<file path="src/rtl/gray_seq_decoder_if.sv">
// ----------------------------------------------------------------------------
// gray_seq_decoder_if
// Bus between a Gray counter LED tap and the gray_seq_decoder checker.
//
// Optional feature macro: GRAY_BIDIR_EN (adds dir_down).
//
// Signals:
//   gray_in    [N]          Gray word from the counter leds bus
//   gray_valid              gray_in is sampled on a clk edge while high
//   bin_out    [N]          decoded binary value
//   bin_valid               one-cycle strobe, bin_out updated
//   locked                  sequence tracker locked
//   err_pulse               one-cycle strobe per sequence error while locked
//   err_count  [ERR_CNT_W]  saturating count of sequence errors
//   dir_down                last legal step was a decrement (GRAY_BIDIR_EN only)
//
// Modports:
//   master : drives the Gray word, observes the checker results
//   slave  : the decoder/checker side
// ----------------------------------------------------------------------------
interface gray_seq_decoder_if #(
    parameter int N         = 4,
    parameter int ERR_CNT_W = 8
);
    logic [N-1:0]         gray_in;
    logic                 gray_valid;
    logic [N-1:0]         bin_out;
    logic                 bin_valid;
    logic                 locked;
    logic                 err_pulse;
    logic [ERR_CNT_W-1:0] err_count;
`ifdef GRAY_BIDIR_EN
    logic                 dir_down;
`endif

    modport master (
        output gray_in, gray_valid,
        input  bin_out, bin_valid, locked, err_pulse, err_count
`ifdef GRAY_BIDIR_EN
        , dir_down
`endif
    );

    modport slave (
        input  gray_in, gray_valid,
        output bin_out, bin_valid, locked, err_pulse, err_count
`ifdef GRAY_BIDIR_EN
        , dir_down
`endif
    );
endinterface

</file>
<file path="src/rtl/gray_seq_decoder.sv">
// ----------------------------------------------------------------------------
// gray_seq_decoder
// Receive end of the Gray counter LED bus. Samples an N-bit Gray word,
// decodes it to binary and checks that successive decoded values form a
// legal +1 count sequence. Reports lock status and counts sequence errors.
//
// Optional feature macro: GRAY_BIDIR_EN
//   When defined, a decrement is also a legal step and dir_down reports the
//   direction of the last step. When undefined, a decrement is an error.
//
// Ports:
//   clk  : system clock, rising edge
//   rst  : asynchronous reset, active-high
//   bus  : gray_seq_decoder_if.slave
//          in : gray_in, gray_valid
//          out: bin_out, bin_valid, locked, err_pulse, err_count
//               (+ dir_down with GRAY_BIDIR_EN)
//
// Timing: gray_valid at edge E -> bin_valid/locked/err_pulse at edge E+1.
// ----------------------------------------------------------------------------
module gray_seq_decoder #(
    parameter int N          = 4,
    parameter int LOCK_COUNT = 3,
    parameter int ERR_CNT_W  = 8
) (
    input  logic               clk,
    input  logic               rst,
    gray_seq_decoder_if.slave  bus
);

    typedef enum logic [1:0] {
        S_IDLE = 2'd0,
        S_ACQ  = 2'd1,
        S_LOCK = 2'd2
    } state_t;

    // Gray -> binary: each binary bit is the XOR of all Gray bits at or above it.
    function automatic logic [N-1:0] gray2bin(input logic [N-1:0] g);
        logic [N-1:0] b;
        b[N-1] = g[N-1];
        for (int i = N - 2; i >= 0; i--) begin
            b[i] = b[i+1] ^ g[i];
        end
        return b;
    endfunction

    // Saturating increment: the counter sticks at all-ones.
    function automatic logic [ERR_CNT_W-1:0] sat_inc(input logic [ERR_CNT_W-1:0] c);
        return (&c) ? c : c + 1'b1;
    endfunction

    logic [N-1:0]         r_gray_p1;
    logic                 r_vld_p1;
    logic [N-1:0]         r_bin_p2;
    logic                 r_vld_p2;

    state_t               r_state;
    logic [N-1:0]         r_ref;
    logic [7:0]           r_good;
    logic                 r_err_pulse;
    logic [ERR_CNT_W-1:0] r_err_cnt;

    state_t               w_state_nxt;
    logic [N-1:0]         w_ref_nxt;
    logic [7:0]           w_good_nxt;
    logic                 w_err_pulse_nxt;
    logic [ERR_CNT_W-1:0] w_err_cnt_nxt;

    logic [N-1:0]         w_dec;
    logic [N-1:0]         w_ref_inc;
    logic [7:0]           w_good_inc;
    logic                 w_is_inc;
    logic                 w_is_hold;
    logic                 w_step;

`ifdef GRAY_BIDIR_EN
    logic                 r_dir_down;
    logic                 w_dir_nxt;
    logic [N-1:0]         w_ref_dec;
    logic                 w_is_dec;
`endif

    assign w_dec      = gray2bin(r_gray_p1);
    assign w_ref_inc  = r_ref + 1'b1;
    assign w_good_inc = r_good + 8'd1;
    assign w_is_inc   = (w_dec == w_ref_inc);
    assign w_is_hold  = (w_dec == r_ref);

`ifdef GRAY_BIDIR_EN
    assign w_ref_dec  = r_ref - 1'b1;
    assign w_is_dec   = (w_dec == w_ref_dec);
    assign w_step     = w_is_inc | w_is_dec;
`else
    assign w_step     = w_is_inc;
`endif

    // ---- stage 1: capture the Gray word ----
    // ---- stage 2: decoded output and valid strobe ----
    always_ff @(posedge clk or posedge rst) begin
        if (rst) begin
            r_gray_p1 <= '0;
            r_vld_p1  <= 1'b0;
            r_bin_p2  <= '0;
            r_vld_p2  <= 1'b0;
        end else begin
            r_vld_p1 <= bus.gray_valid;
            if (bus.gray_valid) begin
                r_gray_p1 <= bus.gray_in;
            end
            r_vld_p2 <= r_vld_p1;
            if (r_vld_p1) begin
                r_bin_p2 <= w_dec;
            end
        end
    end

    // Sequence tracker: evaluated alongside stage 2, only when a sample arrives.
    always_comb begin
        w_state_nxt     = r_state;
        w_ref_nxt       = r_ref;
        w_good_nxt      = r_good;
        w_err_pulse_nxt = 1'b0;
        w_err_cnt_nxt   = r_err_cnt;
`ifdef GRAY_BIDIR_EN
        w_dir_nxt       = r_dir_down;
`endif
        if (r_vld_p1) begin
            w_ref_nxt = w_dec;
            case (r_state)
                S_IDLE: begin
                    w_good_nxt  = 8'd0;
                    w_state_nxt = S_ACQ;
                end
                S_ACQ: begin
                    if (w_step) begin
                        w_good_nxt = w_good_inc;
                        if (w_good_inc == 8'(LOCK_COUNT)) begin
                            w_state_nxt = S_LOCK;
                        end
                    end else if (!w_is_hold) begin
                        // Not yet locked: restart acquisition silently.
                        w_good_nxt = 8'd0;
                    end
                end
                S_LOCK: begin
                    if (!(w_step || w_is_hold)) begin
                        w_err_pulse_nxt = 1'b1;
                        w_err_cnt_nxt   = sat_inc(r_err_cnt);
                        w_good_nxt      = 8'd0;
                        w_state_nxt     = S_ACQ;
                    end
                end
                default: begin
                    w_good_nxt  = 8'd0;
                    w_state_nxt = S_IDLE;
                end
            endcase
`ifdef GRAY_BIDIR_EN
            // Direction only follows legal steps seen after the first sample;
            // increment wins when both match (N=1).
            if (r_state == S_ACQ || r_state == S_LOCK) begin
                if (w_is_inc) begin
                    w_dir_nxt = 1'b0;
                end else if (w_is_dec) begin
                    w_dir_nxt = 1'b1;
                end
            end
`endif
        end
    end

    always_ff @(posedge clk or posedge rst) begin
        if (rst) begin
            r_state     <= S_IDLE;
            r_ref       <= '0;
            r_good      <= 8'd0;
            r_err_pulse <= 1'b0;
            r_err_cnt   <= '0;
`ifdef GRAY_BIDIR_EN
            r_dir_down  <= 1'b0;
`endif
        end else begin
            r_state     <= w_state_nxt;
            r_ref       <= w_ref_nxt;
            r_good      <= w_good_nxt;
            r_err_pulse <= w_err_pulse_nxt;
            r_err_cnt   <= w_err_cnt_nxt;
`ifdef GRAY_BIDIR_EN
            r_dir_down  <= w_dir_nxt;
`endif
        end
    end

    assign bus.bin_out   = r_bin_p2;
    assign bus.bin_valid = r_vld_p2;
    assign bus.locked    = (r_state == S_LOCK);
    assign bus.err_pulse = r_err_pulse;
    assign bus.err_count = r_err_cnt;
`ifdef GRAY_BIDIR_EN
    assign bus.dir_down  = r_dir_down;
`endif

endmodule

</file>
<file path="src/flat_wrapper.sv">
// flat-port wrapper written by rule: the top's interface ports become plain ports
module gray_seq_decoder_flat 
#(
    parameter int N          = 4,
    parameter int LOCK_COUNT = 3,
    parameter int ERR_CNT_W  = 8
)
  (clk, rst, bus_gray_in, bus_gray_valid, bus_bin_out, bus_bin_valid, bus_locked, bus_err_pulse, bus_err_count);
  gray_seq_decoder_if #(.N(N), .ERR_CNT_W(ERR_CNT_W)) bus_i ();
  input  logic clk;
  input  logic rst;
  input wire logic [$bits(bus_i.gray_in)-1:0] bus_gray_in;
  input wire logic [$bits(bus_i.gray_valid)-1:0] bus_gray_valid;
  output wire logic [$bits(bus_i.bin_out)-1:0] bus_bin_out;
  output wire logic [$bits(bus_i.bin_valid)-1:0] bus_bin_valid;
  output wire logic [$bits(bus_i.locked)-1:0] bus_locked;
  output wire logic [$bits(bus_i.err_pulse)-1:0] bus_err_pulse;
  output wire logic [$bits(bus_i.err_count)-1:0] bus_err_count;
  assign bus_i.gray_in = bus_gray_in;
  assign bus_i.gray_valid = bus_gray_valid;
  assign bus_bin_out = bus_i.bin_out;
  assign bus_bin_valid = bus_i.bin_valid;
  assign bus_locked = bus_i.locked;
  assign bus_err_pulse = bus_i.err_pulse;
  assign bus_err_count = bus_i.err_count;
  gray_seq_decoder #(.N(N), .LOCK_COUNT(LOCK_COUNT), .ERR_CNT_W(ERR_CNT_W)) u_core (.clk(clk), .rst(rst), .bus(bus_i));
endmodule
</file>
<file path="config.mk">
export PLATFORM = sky130hd
export DESIGN_NAME = gray_seq_decoder_flat
export DESIGN_NICKNAME = d
export VERILOG_FILES = /design/src/rtl/gray_seq_decoder_if.sv /design/src/rtl/gray_seq_decoder.sv /design/src/flat_wrapper.sv
export SDC_FILE = /design/constraint.sdc
export NUM_CORES = 1
export LEC_CHECK = 0
export CORE_MARGIN = 2
export CORE_UTILIZATION = 40
export DETAILED_ROUTE_END_ITERATION = 6
export SYNTH_ARGS = -nofsm -noshare
export SYNTH_HDL_FRONTEND = slang
export SYNTH_SLANG_ARGS = --single-unit
</file>
<file path="constraint.sdc">
create_clock -name clk -period 2.05 [get_ports clk]
set_input_delay 0.41 -clock clk [delete_from_list [all_inputs] [get_ports clk]]
set_output_delay 0.41 -clock clk [all_outputs]
set_load 0.03 [all_outputs]
</file>
[Word level (Yosys, flattened, before mapping)]
Cells that the tools add are included.
W data, S select, Z words.
Word-level totals
  flip-flop bits (word level): 29
  output and inout bits: 15
  word-level logic and storage cells: 42
Operators by class
  reduce and logical (&&, ||, !) cells: 6
  add/sub/neg operators: 3
  bitwise logic cells: 5
  equal/unequal tests: 9
  mux-type cells: 11
Operator list (count)
  $mux W8: 3
  $add A8 B1 Y8 const B: 2
  $pmux W8 S2: 1
  $eq A4 B4 Y1: 2
  $eq A8 B2 Y1 const B: 1
  $reduce_and A4 Y1: 2
  $reduce_and A8 Y1: 1
  $mux W2: 3
  $pmux W2 S3: 1
  $add A4 B1 Y4 const B: 1
  $ne A2 B1 Y1 const B: 2
  $mux W1: 3
  $ne A3 B3 Y1 const B: 1
  $reduce_and A3 Y1: 1
  $xor A1 B1 Y1: 3
  $eq A2 B1 Y1 const B: 1
  $eq A2 B2 Y1 const B: 1
  $logic_not A2 Y1: 1
  $ne A2 B2 Y1 const B: 1
  $not A1 Y1: 2
  $logic_or A1 B1 Y1: 1

[Logic depth before layout (Yosys ltp)]
  depth in word-level cells: 8
  depth in mapped cells: 8

[Worst setup path before layout]
OpenSTA, ideal clock, no wires.
  kind: register to register
  from: register u_core.r_ref[1]
  to: register u_core.r_good[6]
  cell stages (with the launch flop): 8
  arrival: 2.128 ns
  period minus slack after synthesis: 2.254 ns
  path buffers: 0
  path slack: -0.204 ns
  required time: 1.924 ns
  setup time: 0.126 ns
  path through: dfrtp_1 ha_1 xnor2_1 and3_1 o211ai_2 o21a_1 o221ai_2 a221o_1
On the way
  word-level cells in the longest chain between the ends: 5
  elaborated cells between the ends (all ways): 9
  those cells by class: add/sub (1); eq/ne (4); mux (2); reduce/logical (2)
Ends and longest elaborated chain
  from (decl): RTL line gray_seq_decoder.sv:58  | logic [N-1:0] r_ref;
  from (signal assigned): RTL line gray_seq_decoder.sv:184  | r_ref <= w_ref_nxt;
  $add A4 B1 Y4: RTL line gray_seq_decoder.sv:84  | assign w_ref_inc = r_ref + 1'b1;
  $eq A4 B4 Y1: RTL line gray_seq_decoder.sv:86  | assign w_is_inc = (w_dec == w_ref_inc);
  $logic_or A1 B1 Y1: RTL line gray_seq_decoder.sv:146  | if (!(w_step || w_is_hold)) begin
  $ne A2 B2 Y1 (no source line)
  $reduce_and A3 Y1 (no source line)
  to (signal assigned): RTL line gray_seq_decoder.sv:185  | r_good <= w_good_nxt;
  to (decl): RTL line gray_seq_decoder.sv:59  | logic [7:0] r_good;
Several ways; a longest one is shown, not always the timed one.
A chain may end at the register's enable or synchronous reset.

[Worst setup path after layout]
  from: register u_core.r_ref[0]
  to: register u_core.r_good[4]
Same word-level chain as after synthesis.

==> results.sh <==
export IMPL_remaining_drc_errors=0
export IMPL_wl_met1_mm=1.538
export IMPL_drt_wl_total_mm=3.609
export IMPL_p_comb_share_pct=36.0
export IMPL_dieArea_sq_mm=0.004579
export IMPL_hold_viol_final=0
export IMPL_synth_cells=154
export IMPL_grt_use_total_pct=18.30
export IMPL_htreeDepth=2
export IMPL_p_total_mw=1.747
export IMPL_p_int_mw=1.176
export IMPL_grt_pass1_wl_mm=6.085
export IMPL_rsz0062_at_grt="yes"
export IMPL_power_leakage_nw=1.019
export IMPL_core_area_sq_mm=0.003943
export IMPL_synth_fp_nets=165
export IMPL_netlist_area_sq_mm=0.001622
export IMPL_synth_area_leaders="dfrtp_1 (45%), xnor2_1 (7.0%), mux2_2 (6.9%)"
export IMPL_clockPowerShare_pct=26.4
export IMPL_drtIter0Drc=35
export IMPL_dr_pass1_iters=4
export IMPL_insertion_delay_ps=280
export IMPL_synth_main_ff_cell="dfrtp_1"
export IMPL_synth_most_common_cell="dfrtp_1"
export IMPL_initial_utilization_pct=41.13
export IMPL_nFillCells=324
export IMPL_worstMarginPinSlew_ps=377.3
export IMPL_reg2reg_depth=7
export IMPL_worst_setup_path_start_kind="flop"
export IMPL_multiInputGateArea_sq_um=942.2
export IMPL_yosys_area_top_type="dfrtp_1"
export IMPL_final_layout_size_suffix_gt1_share_pct=33.00
export IMPL_met2_length_mm=1.867
export IMPL_syn2layout_area_growth_pct=37.81
export IMPL_top_layer_used="met4"
export IMPL_drv_slew=0
export IMPL_p_switching_uw=571.8
export IMPL_grt_pass1_vias=1322
export IMPL_wl_per_cell_um=14.44
export IMPL_end_kind="flop"
export IMPL_maxCapViolations=0
export IMPL_ir_worst_vdd_mv=0.4407
export IMPL_overflow=0
export IMPL_rrSetupSlack_ps=-10
export IMPL_synth_edf_count=0
export IMPL_timing_fmax_mhz=484.3
export IMPL_ys_top_cells_by_count="dfrtp_1 (29), xnor2_1 (13), nand3_1 (12), mux2_2 (10)"
export IMPL_hold_path_class="in2async"
export IMPL_slew_headroom_pct=74.85
export IMPL_cts_hold_buffers=0
export IMPL_sequentialPowerShare_pct=37.5
export IMPL_post_dp_hpwl_mm=2.589
export IMPL_diodes=0
export IMPL_grt_max_degree=30
export IMPL_power_density_mw_per_mm2=782.0
export IMPL_synth_seq_area_share_pct=44.75
export IMPL_yosys_area_top_type_share_pct=44.75
export IMPL_critical_path_arrival_ps=2220
export IMPL_dieWidth_um=67.67
export IMPL_required_ps=2210
export IMPL_power_share_switching_pct=32.72
export IMPL_io_pins=22
export IMPL_dr_wl_met3_um=135
export IMPL_nNetsFinal=210
export IMPL_path_class="reg2reg"
export IMPL_ant_nets=0
export IMPL_synth_distinct_cells=40
export IMPL_cts_tree="yes"
export IMPL_period_needed_ps=2065
export IMPL_grt_antenna_before_repair=0
export IMPL_timing_rr_end="u_core.r_good[4]$_DFFE_PP0P_"
export IMPL_synth_yosys_warnings=0
export IMPL_status="finished with violations"
export IMPL_finalSetupViolations=3
export IMPL_fin_hold_ws_ps=508.6
export IMPL_path_clk_slew_ps=70
export IMPL_failed_checks="setup timing"
export IMPL_rows=23
export IMPL_async_flop_share_pct=100.0
export IMPL_cts_buffer_depth=2
export IMPL_seqCellArea_sq_um=732.0
export IMPL_cts_made_buffers=5
export IMPL_ys_ff_latch=29
export IMPL_die_h_um=67.67
export IMPL_gp_congestion=0.7085
export IMPL_fin_ws_ps=-14.99
export IMPL_clockRootBuffer="clkbuf_8"
export IMPL_io_buffers=21
export IMPL_period_share_pct=100.7
export IMPL_cts_sink_count=29
export IMPL_reg2reg_from="u_core.r_ref[0]$_DFFE_PP0P_"
export IMPL_vias_per_cell=5.344
export IMPL_skew_ps=8.369
export IMPL_avgSynthCellArea_sq_um=10.53
export IMPL_vias=1336
export IMPL_crit_fanout=7
-- cell families after synthesis --
family                     after synthesis  synth area share, %
buffers and inverters                   12                3.472
and+or+nand+nor                         55                18.06
DFF                                     29                44.75
muxes                                   11                7.562
AOI/OAI and AO/OA                       26                12.42
xor gates and xnor gates                17                10.65
adders and majority gates                4                3.087
-- what timing repair did --
action | CTS | global route
pin swaps | 7 | 12
buffers inserted | 3 | 1
setup endpoints to repair | 15 | 15
resized for setup | 6 | 14
-- per-stage QoR --
stage | instance area, sq um | utilization (%) | worst slack [ps] | setup TNS (ps) | instances
2_1_floorplan | 1675 | - | -57.23 | -322.5 | 154
5_1_grt | 2235 | 56.68 | -106.5 | -899.1 | 250
6_report | 2235 | 56.68 | -14.99 | -20.23 | 250
3_3_place_gp | 2061 | 52.27 | -48.39 | -248.5 | 239
3_5_place_dp | 2061 | 52.27 | -59.60 | -509.0 | 239
4_1_cts | 2183 | 55.38 | -3.092 | -3.092 | 250
-- final cells by class --
type	instances	share of cell area [%]
Multi-Input combinational cell	113	42.16
Sequential cell	29	32.75
Timing Repair Buffer	44	17.41
Clock buffer	5	3.080
Tap cell	50	2.800
Inverter	6	1.008
Clock inverter	3	0.7839
-- how the worst max path moves through the flow --
stage,from,endpoint,cells after the start
floorplan,u_core.r_ref[0]$_DFFE_PP0P_,u_core.r_good[6]$_DFFE_PP0P_,7
global placement,u_core.r_gray_p1[3]$_DFFE_PP0P_,u_core.r_state[0]$_DFFE_PP0P_,8
detailed placement,u_core.r_ref[0]$_DFFE_PP0P_,u_core.r_good[7]$_DFFE_PP0P_,7
CTS,u_core.r_ref[0]$_DFFE_PP0P_,u_core.r_good[4]$_DFFE_PP0P_,7
global route,u_core.r_gray_p1[3]$_DFFE_PP0P_,u_core.bus.err_count[6]$_DFFE_PP0P_,6
finish,u_core.r_ref[0]$_DFFE_PP0P_,u_core.r_good[4]$_DFFE_PP0P_,7
-- routing by layer --
metal | vias up | track usage (%)
met5 | - | 0
met3 | 10 | 5.000
met1 | 653 | 22.67
li1 | 641 | -
met2 | 32 | 29.66
met4 | 0 | 8.163
-- state kept, by name, indices dropped and copies added, names as in the netlist --
signal,cells
u_core.bus.err_pulse,1
u_core.r_vld_p1,1
u_core.r_gray_p1,4
u_core.r_good,8
u_core.bus.bin_valid,1
u_core.r_state,2
u_core.bus.err_count,8
u_core.r_ref,4
-- worst max-delay path, stage by stage (launching register included) --
cell and delay [ps]:
dfrtp_2 430, ha_4 250, xnor2_2 140, and3_1 160, o211ai_2 220, o21a_1 240, o221ai_4 160, a221o_1 350
-- cells in the final DEF (no fill, tap or decap), types with 5 or more instances in the layout --
cell,instances
dfrtp_1,24
buf_4,21
clkdlybuf4s50_1,20
nand3_1,12
xnor2_1,10
mux2_2,9
and3_1,7
nand2_1,7
nor2_1,7
inv_1,6
nand2b_1,6
clkbuf_8,5
dfrtp_2,5
-- power by group through the flow --
stage / Combinational [mW] / Clock, mW / Sequential (mW)
finish: 0.630 / 0.462 / 0.656
global route: 0.679 / 0.498 / 0.663
CTS: 0.596 / 0.477 / 0.654
detailed placement: 0.563 / 0 / 0.663
global placement: 0.548 / 0 / 0.661
floorplan: 0.307 / 0 / 0.711
No activity file was read; power rests on OpenSTA's default activity.
